$ cat src/rtl/mem_port_arbiter_if.sv
// mem_port_arbiter_if: bundles the pipeline-side request/response signals and
// the unified-memory signals of mem_port_arbiter.
//
// Handshake: a requester raises req with stable fields and holds it until the
// one-cycle ready pulse; rdata is valid in the ready cycle and holds until the
// next completion of that port. The memory sees a one-cycle mem_en strobe
// (mem_we qualified by mem_en) and returns mem_rdata MEM_LAT cycles later.
interface mem_port_arbiter_if #(
    parameter int ADDR_W = 32,
    parameter int DATA_W = 32
);
    logic                  if_req;
    logic [ADDR_W-1:0]     if_addr;
    logic [DATA_W-1:0]     if_rdata;
    logic                  if_ready;
    logic                  d_req;
    logic                  d_we;
    logic [ADDR_W-1:0]     d_addr;
    logic [DATA_W-1:0]     d_wdata;
    logic [DATA_W/8-1:0]   d_be;
    logic [DATA_W-1:0]     d_rdata;
    logic                  d_ready;
    logic                  stall_if;
    logic                  stall_mem;
    logic                  mem_en;
    logic                  mem_we;
    logic [DATA_W/8-1:0]   mem_be;
    logic [ADDR_W-1:0]     mem_addr;
    logic [DATA_W-1:0]     mem_wdata;
    logic [DATA_W-1:0]     mem_rdata;

    // Arbiter view.
    modport slave (
        input  if_req, if_addr, d_req, d_we, d_addr, d_wdata, d_be, mem_rdata,
        output if_rdata, if_ready, d_rdata, d_ready, stall_if, stall_mem,
               mem_en, mem_we, mem_be, mem_addr, mem_wdata
    );

    // Pipeline plus memory view.
    modport master (
        output if_req, if_addr, d_req, d_we, d_addr, d_wdata, d_be, mem_rdata,
        input  if_rdata, if_ready, d_rdata, d_ready, stall_if, stall_mem,
               mem_en, mem_we, mem_be, mem_addr, mem_wdata
    );
endinterface

$ cat src/rtl/mem_port_arbiter.sv
// mem_port_arbiter: shares one single-port fixed-latency memory between the
// instruction-fetch port and the data port. One access is outstanding at a
// time: IDLE -> ISSUE (mem_en) -> WAIT (MEM_LAT cycles) -> RESP (ready pulse).
// Data has priority over IF. Optional macro ARB_STARVE_GUARD_EN forces an IF
// grant after STARVE_MAX consecutive data grants made while IF was waiting.
module mem_port_arbiter #(
    parameter int ADDR_W     = 32,
    parameter int DATA_W     = 32,
    parameter int MEM_LAT    = 2,
    parameter int STARVE_MAX = 3
) (
    input  logic                clk,
    input  logic                rst,
    mem_port_arbiter_if.slave   bus,
    output logic [1:0]          dbg_state
);
    localparam int BE_W  = DATA_W / 8;
    localparam int CNT_W = $clog2(MEM_LAT + 1);

    typedef enum logic [1:0] {IDLE, ISSUE, WAIT, RESP} state_t;

    state_t              state;
    logic                owner_d;
    logic [CNT_W-1:0]    cnt;
    logic                mem_en_q;
    logic                mem_we_q;
    logic [BE_W-1:0]     mem_be_q;
    logic [ADDR_W-1:0]   mem_addr_q;
    logic [DATA_W-1:0]   mem_wdata_q;
    logic                if_ready_q;
    logic                d_ready_q;
    logic [DATA_W-1:0]   if_rdata_q;
    logic [DATA_W-1:0]   d_rdata_q;
    logic                grant_d;
    logic                grant_if;

`ifdef ARB_STARVE_GUARD_EN
    localparam int SW = $clog2(STARVE_MAX + 1);
    logic [SW-1:0] starve_cnt;
    logic          starve_hit;
    assign starve_hit = (starve_cnt == SW'(STARVE_MAX));
`endif

    // Arbitration decision, only acted on while IDLE.
    always_comb begin
        grant_d  = bus.d_req;
        grant_if = bus.if_req & ~bus.d_req;
`ifdef ARB_STARVE_GUARD_EN
        if (bus.if_req && bus.d_req && starve_hit) begin
            grant_d  = 1'b0;
            grant_if = 1'b1;
        end
`endif
    end

    // Access sequencer: latch the winner, strobe the memory, wait, respond.
    always_ff @(posedge clk or negedge rst) begin
        if (!rst) begin
            state       <= IDLE;
            owner_d     <= 1'b0;
            cnt         <= '0;
            mem_en_q    <= 1'b0;
            mem_we_q    <= 1'b0;
            mem_be_q    <= '0;
            mem_addr_q  <= '0;
            mem_wdata_q <= '0;
            if_ready_q  <= 1'b0;
            d_ready_q   <= 1'b0;
            if_rdata_q  <= '0;
            d_rdata_q   <= '0;
        end else begin
            case (state)
                IDLE: begin
                    if (grant_d || grant_if) begin
                        owner_d     <= grant_d;
                        mem_en_q    <= 1'b1;
                        mem_we_q    <= grant_d & bus.d_we;
                        mem_be_q    <= grant_d ? bus.d_be : {BE_W{1'b1}};
                        mem_addr_q  <= grant_d ? bus.d_addr : bus.if_addr;
                        mem_wdata_q <= grant_d ? bus.d_wdata : '0;
                        state       <= ISSUE;
                    end
                end
                ISSUE: begin
                    mem_en_q <= 1'b0;
                    cnt      <= CNT_W'(MEM_LAT);
                    state    <= WAIT;
                end
                WAIT: begin
                    cnt <= cnt - CNT_W'(1);
                    if (cnt == CNT_W'(1)) begin
                        // mem_rdata is valid this cycle; writes keep the old rdata.
                        if (!mem_we_q) begin
                            if (owner_d) d_rdata_q  <= bus.mem_rdata;
                            else         if_rdata_q <= bus.mem_rdata;
                        end
                        if (owner_d) d_ready_q  <= 1'b1;
                        else         if_ready_q <= 1'b1;
                        state <= RESP;
                    end
                end
                RESP: begin
                    if_ready_q <= 1'b0;
                    d_ready_q  <= 1'b0;
                    state      <= IDLE;
                end
                default: state <= IDLE;
            endcase
        end
    end

`ifdef ARB_STARVE_GUARD_EN
    // Count data grants that bypassed a waiting IF request; any IF grant clears.
    always_ff @(posedge clk or negedge rst) begin
        if (!rst) begin
            starve_cnt <= '0;
        end else if (state == IDLE) begin
            if (grant_if)
                starve_cnt <= '0;
            else if (grant_d && bus.if_req && !starve_hit)
                starve_cnt <= starve_cnt + SW'(1);
        end
    end
`endif

    assign bus.mem_en    = mem_en_q;
    assign bus.mem_we    = mem_we_q;
    assign bus.mem_be    = mem_be_q;
    assign bus.mem_addr  = mem_addr_q;
    assign bus.mem_wdata = mem_wdata_q;
    assign bus.if_ready  = if_ready_q;
    assign bus.d_ready   = d_ready_q;
    assign bus.if_rdata  = if_rdata_q;
    assign bus.d_rdata   = d_rdata_q;
    assign bus.stall_if  = bus.if_req & ~if_ready_q;
    assign bus.stall_mem = bus.d_req & ~d_ready_q;
    assign dbg_state     = state;
endmodule

$ cat src/flat_wrapper.sv
// flat-port wrapper written by rule: the top's interface ports become plain ports
module mem_port_arbiter_flat 
#(
    parameter int ADDR_W     = 32,
    parameter int DATA_W     = 32,
    parameter int MEM_LAT    = 2,
    parameter int STARVE_MAX = 3
)
  (clk, rst, dbg_state, bus_if_req, bus_if_addr, bus_d_req, bus_d_we, bus_d_addr, bus_d_wdata, bus_d_be, bus_mem_rdata, bus_if_rdata, bus_if_ready, bus_d_rdata, bus_d_ready, bus_stall_if, bus_stall_mem, bus_mem_en, bus_mem_we, bus_mem_be, bus_mem_addr, bus_mem_wdata);
  mem_port_arbiter_if #(.ADDR_W(ADDR_W), .DATA_W(DATA_W)) bus_i ();
  input  logic clk;
  input  logic rst;
  output logic [1:0] dbg_state;
  input wire logic [$bits(bus_i.if_req)-1:0] bus_if_req;
  input wire logic [$bits(bus_i.if_addr)-1:0] bus_if_addr;
  input wire logic [$bits(bus_i.d_req)-1:0] bus_d_req;
  input wire logic [$bits(bus_i.d_we)-1:0] bus_d_we;
  input wire logic [$bits(bus_i.d_addr)-1:0] bus_d_addr;
  input wire logic [$bits(bus_i.d_wdata)-1:0] bus_d_wdata;
  input wire logic [$bits(bus_i.d_be)-1:0] bus_d_be;
  input wire logic [$bits(bus_i.mem_rdata)-1:0] bus_mem_rdata;
  output wire logic [$bits(bus_i.if_rdata)-1:0] bus_if_rdata;
  output wire logic [$bits(bus_i.if_ready)-1:0] bus_if_ready;
  output wire logic [$bits(bus_i.d_rdata)-1:0] bus_d_rdata;
  output wire logic [$bits(bus_i.d_ready)-1:0] bus_d_ready;
  output wire logic [$bits(bus_i.stall_if)-1:0] bus_stall_if;
  output wire logic [$bits(bus_i.stall_mem)-1:0] bus_stall_mem;
  output wire logic [$bits(bus_i.mem_en)-1:0] bus_mem_en;
  output wire logic [$bits(bus_i.mem_we)-1:0] bus_mem_we;
  output wire logic [$bits(bus_i.mem_be)-1:0] bus_mem_be;
  output wire logic [$bits(bus_i.mem_addr)-1:0] bus_mem_addr;
  output wire logic [$bits(bus_i.mem_wdata)-1:0] bus_mem_wdata;
  assign bus_i.if_req = bus_if_req;
  assign bus_i.if_addr = bus_if_addr;
  assign bus_i.d_req = bus_d_req;
  assign bus_i.d_we = bus_d_we;
  assign bus_i.d_addr = bus_d_addr;
  assign bus_i.d_wdata = bus_d_wdata;
  assign bus_i.d_be = bus_d_be;
  assign bus_i.mem_rdata = bus_mem_rdata;
  assign bus_if_rdata = bus_i.if_rdata;
  assign bus_if_ready = bus_i.if_ready;
  assign bus_d_rdata = bus_i.d_rdata;
  assign bus_d_ready = bus_i.d_ready;
  assign bus_stall_if = bus_i.stall_if;
  assign bus_stall_mem = bus_i.stall_mem;
  assign bus_mem_en = bus_i.mem_en;
  assign bus_mem_we = bus_i.mem_we;
  assign bus_mem_be = bus_i.mem_be;
  assign bus_mem_addr = bus_i.mem_addr;
  assign bus_mem_wdata = bus_i.mem_wdata;
  mem_port_arbiter #(.ADDR_W(ADDR_W), .DATA_W(DATA_W), .MEM_LAT(MEM_LAT), .STARVE_MAX(STARVE_MAX)) u_core (.clk(clk), .rst(rst), .bus(bus_i), .dbg_state(dbg_state));
endmodule
$ cat config.mk
export PLATFORM = sky130hd
export DESIGN_NAME = mem_port_arbiter_flat
export DESIGN_NICKNAME = d
export VERILOG_FILES = /design/src/rtl/mem_port_arbiter_if.sv /design/src/rtl/mem_port_arbiter.sv /design/src/flat_wrapper.sv
export SDC_FILE = /design/constraint.sdc
export NUM_CORES = 1
export LEC_CHECK = 0
export CORE_MARGIN = 3
export CORE_UTILIZATION = 37
export CTS_CLUSTER_SIZE = 20
export DETAILED_ROUTE_END_ITERATION = 8
export HOLD_SLACK_MARGIN = 0.15
export MAX_ROUTING_LAYER = met4
export PLACE_DENSITY = 0.81
export SYNTH_ARGS = -nofsm -noshare
export SYNTH_HDL_FRONTEND = slang
export SYNTH_SLANG_ARGS = --single-unit
$ cat constraint.sdc
create_clock -name clk -period 1.8 [get_ports clk]
set_input_delay 0.36 -clock clk [delete_from_list [all_inputs] [get_ports clk]]
set_output_delay 0.36 -clock clk [all_outputs]
set_load 0.01 [all_outputs]
==> reports/results.txt, run 1 <==
277 I/O pins were placed. For the number of max-cap violations, the log shows 0. The number of DRC markers after the initial detailed-route iteration was 189. The maximum level of the CTS H-tree was 4.

0 antenna diodes ended up in the layout. The worst-case vdd ir drop is 744 µV. Entering global routing, the biggest net connects 55 pins. Share of flip-flops with an asynchronous set or reset after synthesis: 100%. The area growth from synthesis to layout is 64.4%. The cell type with the largest total area after synthesis is sky130_fd_sc_hd__dfrtp_1. The worst setup path is captured at an output pin.

By count the netlist is led by sky130_fd_sc_hd__dfrtp_1, sky130_fd_sc_hd__nand2_1, sky130_fd_sc_hd__mux2_2, sky130_fd_sc_hd__o21ai_0, sky130_fd_sc_hd__nand3_1. When the netlist entered floorplanning its net count stood at 629. Number of enable-type register cells in the synthesized netlist: 0. Width of the die: 131 µm. The relative slew slack is 71.2%, and the post-synthesis register bit count is 141. Yosys instantiated no cell more often than sky130_fd_sc_hd__dfrtp_1.

TritonCTS built the clock tree. The logs give 0.582 GHz for the maximum achievable frequency and 0 for the post-route antenna net violation count. After detailed routing, the number of remaining DRC violations is 0. Dividing the detail-routed wire length by the instance count gives 15.1 µm. The most used flip-flop cell after synthesis is sky130_fd_sc_hd__dfrtp_1. The buffers plus inverters on the worst setup path was 1. Clock buffer count from CTS: 17. The run finished with clean final reports.

The effective utilization at floorplan is 37.8%. The root cell of the clock tree was sky130_fd_sc_hd__clkbuf_16. The initial antenna violation count was 0; the number of distinct library cells after synthesis was 23.

The tools report the number of clock sinks as 141. At the later pin of the worst-skew pair, clock insertion delay measures 410 ps. After synthesis the cells add up to 0.00577 mm². The total half-perimeter wirelength after legalization and detailed placement came out at 11.2 mm. Summed over all layers, the global routing overflow is 0. Global routing used 17.8% of the available tracks. For the area enclosed by the die boundary, the log shows 0.0171 mm². Kind of start point of the critical path: a register.

Power spread over the standard cell area amounts to 1720 mW/mm². The congestion estimate from routability-driven global placement came to 0.767. Hold is met by 452 ps. Routed wire length: 15.0 mm. The transition time of the tightest slew-check pin was 433 ps; the worst path required time was 1440 ps.

Synthesis handed over a netlist of 485 instances. The highest fanout seen on the critical path is 4, and the proportion of layout cells with a drive suffix above 1 is 15.2%. Summing the sequential cell areas from Yosys gives 61.1% of the chip area. The placeable core area is 0.0153 mm². STA puts the critical path data arrival time at 1360 ps. Traced cell by cell, the critical path runs through clkdlybuf4s50_1. The area share of the largest cell type after synthesis is 61.1%, and the time the worst path needs with I/O delays and setup is 1720 ps.

The die is 131 µm tall. In this run the static leakage power is 4.23 nW. The worst hold path class was primary input to async pin. In this design, the stage delay of the slowest critical-path cell is 540 ps. The detail-routed via count per cell was 4.60; the final core utilization was 62.2%. The logs give 4 for the first-pass iteration count of the detailed router and 8.42 ps for the worst setup skew after layout. The post-synthesis average cell area was 11.9 µm². Counting along the longest clock path gives a buffer depth of 2. The master of the slowest instance on the critical path is sky130_fd_sc_hd__clkdlybuf4s50_1. The final clock period utilization by the worst path came out at 95.4%. The number of global-route vias before repair is 4510. Setup violations remaining at the end of the flow were counted as 0. Detailed routing inserted a total of 4567 vias. The row count came out at 45. After clock tree synthesis, the clock-pin slew on the worst setup and hold paths is 60 ps. By area the synthesized netlist is led by sky130_fd_sc_hd__dfrtp_1, sky130_fd_sc_hd__mux2_2, sky130_fd_sc_hd__nand2_1, sky130_fd_sc_hd__mux2i_1, sky130_fd_sc_hd__o21ai_0. Buffers placed on the I/O ports in this run total 276.

For the max-slew violation count, the log shows 0. For this run, the number of Yosys warnings is 0. The global-route wire length before repair came out at 22.9 mm.

Broken down by cell family, the worst path's largest delay share belongs to buffers and inverters. For the number of hold-slack violations in the final timing report, the log shows 0. The category of the critical setup timing path is register to output pin. In the final design database the tool counted 914 nets. Setup repair after global routing left no endpoint under its margin.
[cell type report]
type                    instances  area [µm²]
repair buffers                295        2990
flip-flops and latches        141        3530
well taps                     211         264
clock inverters                13         166
fillers                      1258        5770
clock buffers                  18         439
multi-input cells             307        2070
inverters                       8        30.0
[state kept, by name, indices dropped and copies added, names as in the netlist]
signal                count
u_core.bus.d_rdata       32
u_core.bus.if_rdata      32
u_core.bus.mem_addr      32
u_core.bus.mem_wdata     32
u_core.bus.mem_be         4
u_core.cnt                2
u_core.dbg_state          2
u_core.bus.d_ready        1
u_core.bus.if_ready       1
u_core.bus.mem_en         1
u_core.bus.mem_we         1
u_core.owner_d            1
[routing by layer]
layer | track usage, % | part of all wire [%] | vias to the layer above
met2 | 28.6 | 49 | 198
met1 | 21.3 | 41 | 2146
met5 | - | 0 | -
li1 | - | - | 2210
met4 | 5.69 | 1.1 | 0
met3 | 5.81 | 8.3 | 13
[kinds of logic (layout without fill, tap and decap cells)]
group | count (synthesis) | count (layout) | synth area share, %
muxes | 98 | 98 | 18.4
and+or+nand+nor | 153 | 153 | 11.4
AOI/OAI and AO/OA | 49 | 49 | 4.38
buffers and inverters | 37 | 334 | 3.14
DFF | 141 | 141 | 61.1
adders and majority gates | 7 | 7 | 1.52
[final timing paths]
check	from	depth (start not counted)	slack (ps)	endpoint
worst max-delay path	u_core.bus.if_ready	1	80	bus_if_ready
max in group asynchronous	rst	3	730	u_core.bus.if_ready
worst min-delay path	rst	2	450	u_core.bus.if_rdata[27]
worst max register to register	u_core.dbg_state[0]	5	100	u_core.bus.if_rdata[9]
worst min register to register	u_core.bus.mem_wdata[3]	2	470	u_core.bus.mem_wdata[3]
min in group clk	u_core.bus.mem_wdata[3]	2	470	u_core.bus.mem_wdata[3]
[cells in the final DEF (no fill, tap or decap), drive strengths merged, types with 3 or more instances in the layout]
cell type      netlist  final
clkdlybuf4s50        0    267
dfrtp              141    141
nand2              105    105
mux2                65     65
o21ai               43     43
nand3               35     35
mux2i               33     33
buf                 20     20
clkbuf               9     18
inv                  8     10
nor2b                7      7
ha                   7      7
dlygate4sd2          0      6
clkinv               0      5
bufinv               0      3
clkinvlp             0      3
[stage by stage]
step | power [mW] | cell area (µm²) | setup WS, ps | cells | TNS, ps
after floorplan | 8.51 | 5770 | 68.9 | 485 | 0
after global placement | 12.7 | 8880 | -238 | 961 | -953
after detailed placement | 12.9 | 8880 | -214 | 961 | -1700
after CTS | 16.5 | 9490 | 18.7 | 993 | 0
after global routing | 17.4 | 9490 | 1.67 | 993 | 0
final | 16.3 | 9490 | 82.4 | 993 | 0
[power by group]
part / internal [mW] / leakage (nW) / switching (mW) / total [mW]
clock network: 2.22 / 0.289 / 1.34 / 3.55
logic: 4.12 / 2.24 / 2.98 / 7.09
registers: 4.79 / 1.71 / 0.849 / 5.64
total: 11.1 / 4.23 / 5.16 / 16.3
[repair_timing]
action,4_1_cts,5_1_grt
setup endpoints to repair,5,2
setup buffers,0,0
hold buffers,1,0
hold endpoints to repair,42,0
gates resized for setup,6,2
No activity file was read; power rests on OpenSTA's default activity.
==> inputs of run 2 (changes only) <==
- CAP_MARGIN: default -> 20
- CTS_CLUSTER_SIZE: 20 -> 30
==> results of run 2 <==
Final layout, timing and power as in run 1 (identical DEF).
==> inputs of run 3 (changes only) <==
- CORE_ASPECT_RATIO: default -> 0.5
==> run 3 against run 2 <==
Effect of this change:
- sequential power barely moved
- cell area increased by 0.20%
- wire length grew 10%
- via count is 1.7% higher
- global-route usage rose by 1.7 points
- worst hold slack better by 12 ps
- critical endpoint is now u_core.bus.if_rdata[14]
- largest power group unchanged
==> reports/results.txt, run 3 (synthesis gave the netlist of run 1 again) <==
The final layout contains 916 nets. The number of inserted filler cells in the final layout was 1154; the global-route wire length before repair was 25.7 mm. The number of top-level pins is 277. The tools report the endpoint type of the worst setup path as a register. For the share of power burned in registers, the log shows 34.7%. Overall power consumption after layout is estimated at 16.4 mW. The biggest cell delay along the critical path came out at 370 ps.

For the worst setup path, the data required time is 2090 ps. In this run switching power makes up 33.0% of total power. For this design, the sink count on the clock tree is 141. In this run, placement finished with an instance count of 947. Input and output buffers added on the ports amount to 276. The signal on the critical path passes through inv_1 -> ha_4 -> nand2b_1 -> nor3b_4 -> buf_6 -> buf_12 -> mux2_2. After legalization and detailed placement, the total HPWL measured 12.0 mm. The clock arrives with 12.1 ps of skew. The min-delay analysis places its worst path in the category register to register. In this run the static leakage power is 4.24 nW. Summing all placed instances gives a cell area of 0.00885 mm². Summed over all layers, the routed wires come to 16.6 mm.

For the switching power total, the log shows 5.39 mW. The worst path in the final design needs a cycle of 1770 ps, including I/O delays and setup. The width of the die was 183 µm; the max-slew violation count was 0. The maximum number of buffers from clock root to sink was 2. The worst setup path is launched from a register.

In the routed layout, each cell is associated on average with a via count of 4.72. The area of all placed cells without fillers is 0.00951 mm². Based on the critical path, the design can be clocked at up to 0.566 GHz. The finished layout holds 983 standard cells, fillers aside. In this run, CTS created clock tree buffers numbering 17. TritonCTS built the clock tree. For this run, the detailed router's first-pass iteration total came to 4. The critical path contains buffers and inverters numbering 3 combined. The master of the slowest instance on the critical path is sky130_fd_sc_hd__dfrtp_1. Combinational logic is responsible for 44.0% of the overall power.

The setup-violating endpoint count in the final report is 0. Row generation in the floorplan step produced 31 rows. The category of the critical setup timing path is register to register. The die span in y was 94.3 µm. The number of hold-slack violations in the final timing report is 0.

After global routing the overflow that remains totals 0. Clock tree synthesis selected as its root buffer the cell sky130_fd_sc_hd__clkbuf_16. The repair_antennas step left the layout with diodes totalling 0. The library cell used most frequently in the layout, excluding fill and tap cells, is sky130_fd_sc_hd__clkdlybuf4s50_1. Clock share of power: 21.3%. STA puts the critical path data arrival time at 2050 ps. The logs give 38.9% for the effective utilization at floorplan and 0.0149 mm² for the placeable core area. In the routed design, unresolved DRC markers number 0. Cell class contributing the biggest share of worst-path delay: buffers and inverters. The internal portion of the total power is 11.0 mW.

Leaving out fill and tap cells, the most frequent cells in the layout are sky130_fd_sc_hd__clkdlybuf4s50_1, sky130_fd_sc_hd__dfrtp_1, sky130_fd_sc_hd__nand2_1. The flop-to-flop setup slack is 30 ps. The transition time of the tightest slew-check pin was 480 ps; the initial antenna violation count was 0. The clock transition time at the flip-flop clock pins of the worst setup and hold paths came out at 60 ps.

IR analysis of the VDD net gives a maximum drop of 946 µV. The clock latency on the worst-skew pair was 410 ps; the per-cell routed wire length was 16.9 µm. Relative slew slack: 68.0%.

Along the worst path, the maximum fanout reaches 16. Entering global routing, the biggest net connects 73 pins. The run gives 19.5% as the aggregate global-route resource usage. The clock tree synthesis step divided the H-tree into 4 levels. The flow ran to the end, and the final reports show no timing, DRC or antenna violations. The tools report the post-route antenna net violation count as 0. The post-route netlist has 15.5% of its cells at a drive strength greater than 1.

From synthesis to final layout, the design area changed by 64.8%. The routed layout has 4644 vias. Of the available clock period, the critical path in the final layout requires 98.1%. The number of max-cap violations is 0. The number of global-route vias before repair is 4873, and the area enclosed by the die boundary is 0.0172 mm². The number of DRC markers after the initial detailed-route iteration is 125, and the total power divided by cell area is 1720 mW/mm².

The tools report the final RePlAce weighted congestion as 0.827.
## run 3: changes by cell type in the layout (fill, tap and decap cells not counted), moves of 2 or more
cell,delta
sky130_fd_sc_hd__inv_6,+3
sky130_fd_sc_hd__clkbuf_8,+2
sky130_fd_sc_hd__clkinv_2,-2
sky130_fd_sc_hd__clkdlybuf4s50_1,+2
sky130_fd_sc_hd__buf_6,+2
sky130_fd_sc_hd__bufinv_16,-2
sky130_fd_sc_hd__buf_4,-2
## run 3: path summary, 6_finish.rpt
kind	cells past startpoint	to	startpoint
worst max register to register	7	u_core.bus.if_rdata[14]	u_core.cnt[1]
worst min-delay path	2	u_core.bus.mem_wdata[5]	u_core.bus.mem_wdata[5]
max in group asynchronous	3	u_core.bus.mem_addr[27]	rst
worst min register to register	2	u_core.bus.mem_wdata[5]	u_core.bus.mem_wdata[5]
min in group asynchronous	2	u_core.bus.mem_addr[2]	rst
worst max-delay path	7	u_core.bus.if_rdata[14]	u_core.cnt[1]
## run 3: worst reg2reg max path: stages (launching register included)
cell                       delay (ps)
sky130_fd_sc_hd__dfrtp_1          370
sky130_fd_sc_hd__inv_1            110
sky130_fd_sc_hd__ha_4             170
sky130_fd_sc_hd__nand2b_1         120
sky130_fd_sc_hd__nor3b_4          220
sky130_fd_sc_hd__buf_6            150
sky130_fd_sc_hd__buf_12           160
sky130_fd_sc_hd__mux2_2           350
## run 3: repair_timing
item | CTS | global route
setup endpoints to repair | 5 | 32
resized for setup | 5 | 3
cloned | 0 | 2
endpoints found under the hold margin | 44 | 0
buffers inserted | 0 | 1
hold buffers | 1 | 0
pin swaps | 0 | 1
## run 3: metal layers
layer,wire [µm],GRT usage [%],vias up
met5,0,-,-
met2,8950,34.8,138
met3,775,3.75,32
li1,-,-,2222
met1,6420,21.9,2252
met4,435,7.85,0
## run 3: final cells by class
| class | instances | area (µm²) | area share (%) |
|---|---|---|---|
| timing repair buffer | 297 | 3030 | 31.8 |
| tap | 198 | 248 | 2.60 |
| clock inverter | 12 | 126 | 1.33 |
| clock buffer | 20 | 467 | 4.91 |
| multi-input combinational | 307 | 2090 | 21.9 |
| inverter | 8 | 30.0 | 0.316 |
| sequential | 141 | 3530 | 37.1 |
## run 3: stage by stage
stage                     TNS (ps)  hold slack, ps  setup WS [ps]  util [%]
after global routing         -48.7             481          -9.38      64.0
after global placement       -81.3             334          -81.3      59.6
after CTS                        0             453           1.94      63.6
final                            0             464           33.6      64.0
after detailed placement     -64.5             335          -64.5      59.6
after floorplan                  0            64.4           68.9         -
## run 3: power by group through the flow
stage,clock network (mW),logic (mW),registers (mW)
after floorplan,0,2.12,6.39
after global routing,3.69,7.76,5.89
after CTS,3.57,7.27,5.69
after detailed placement,0,7.26,5.72
after global placement,0,7.08,5.63
final,3.49,7.20,5.67
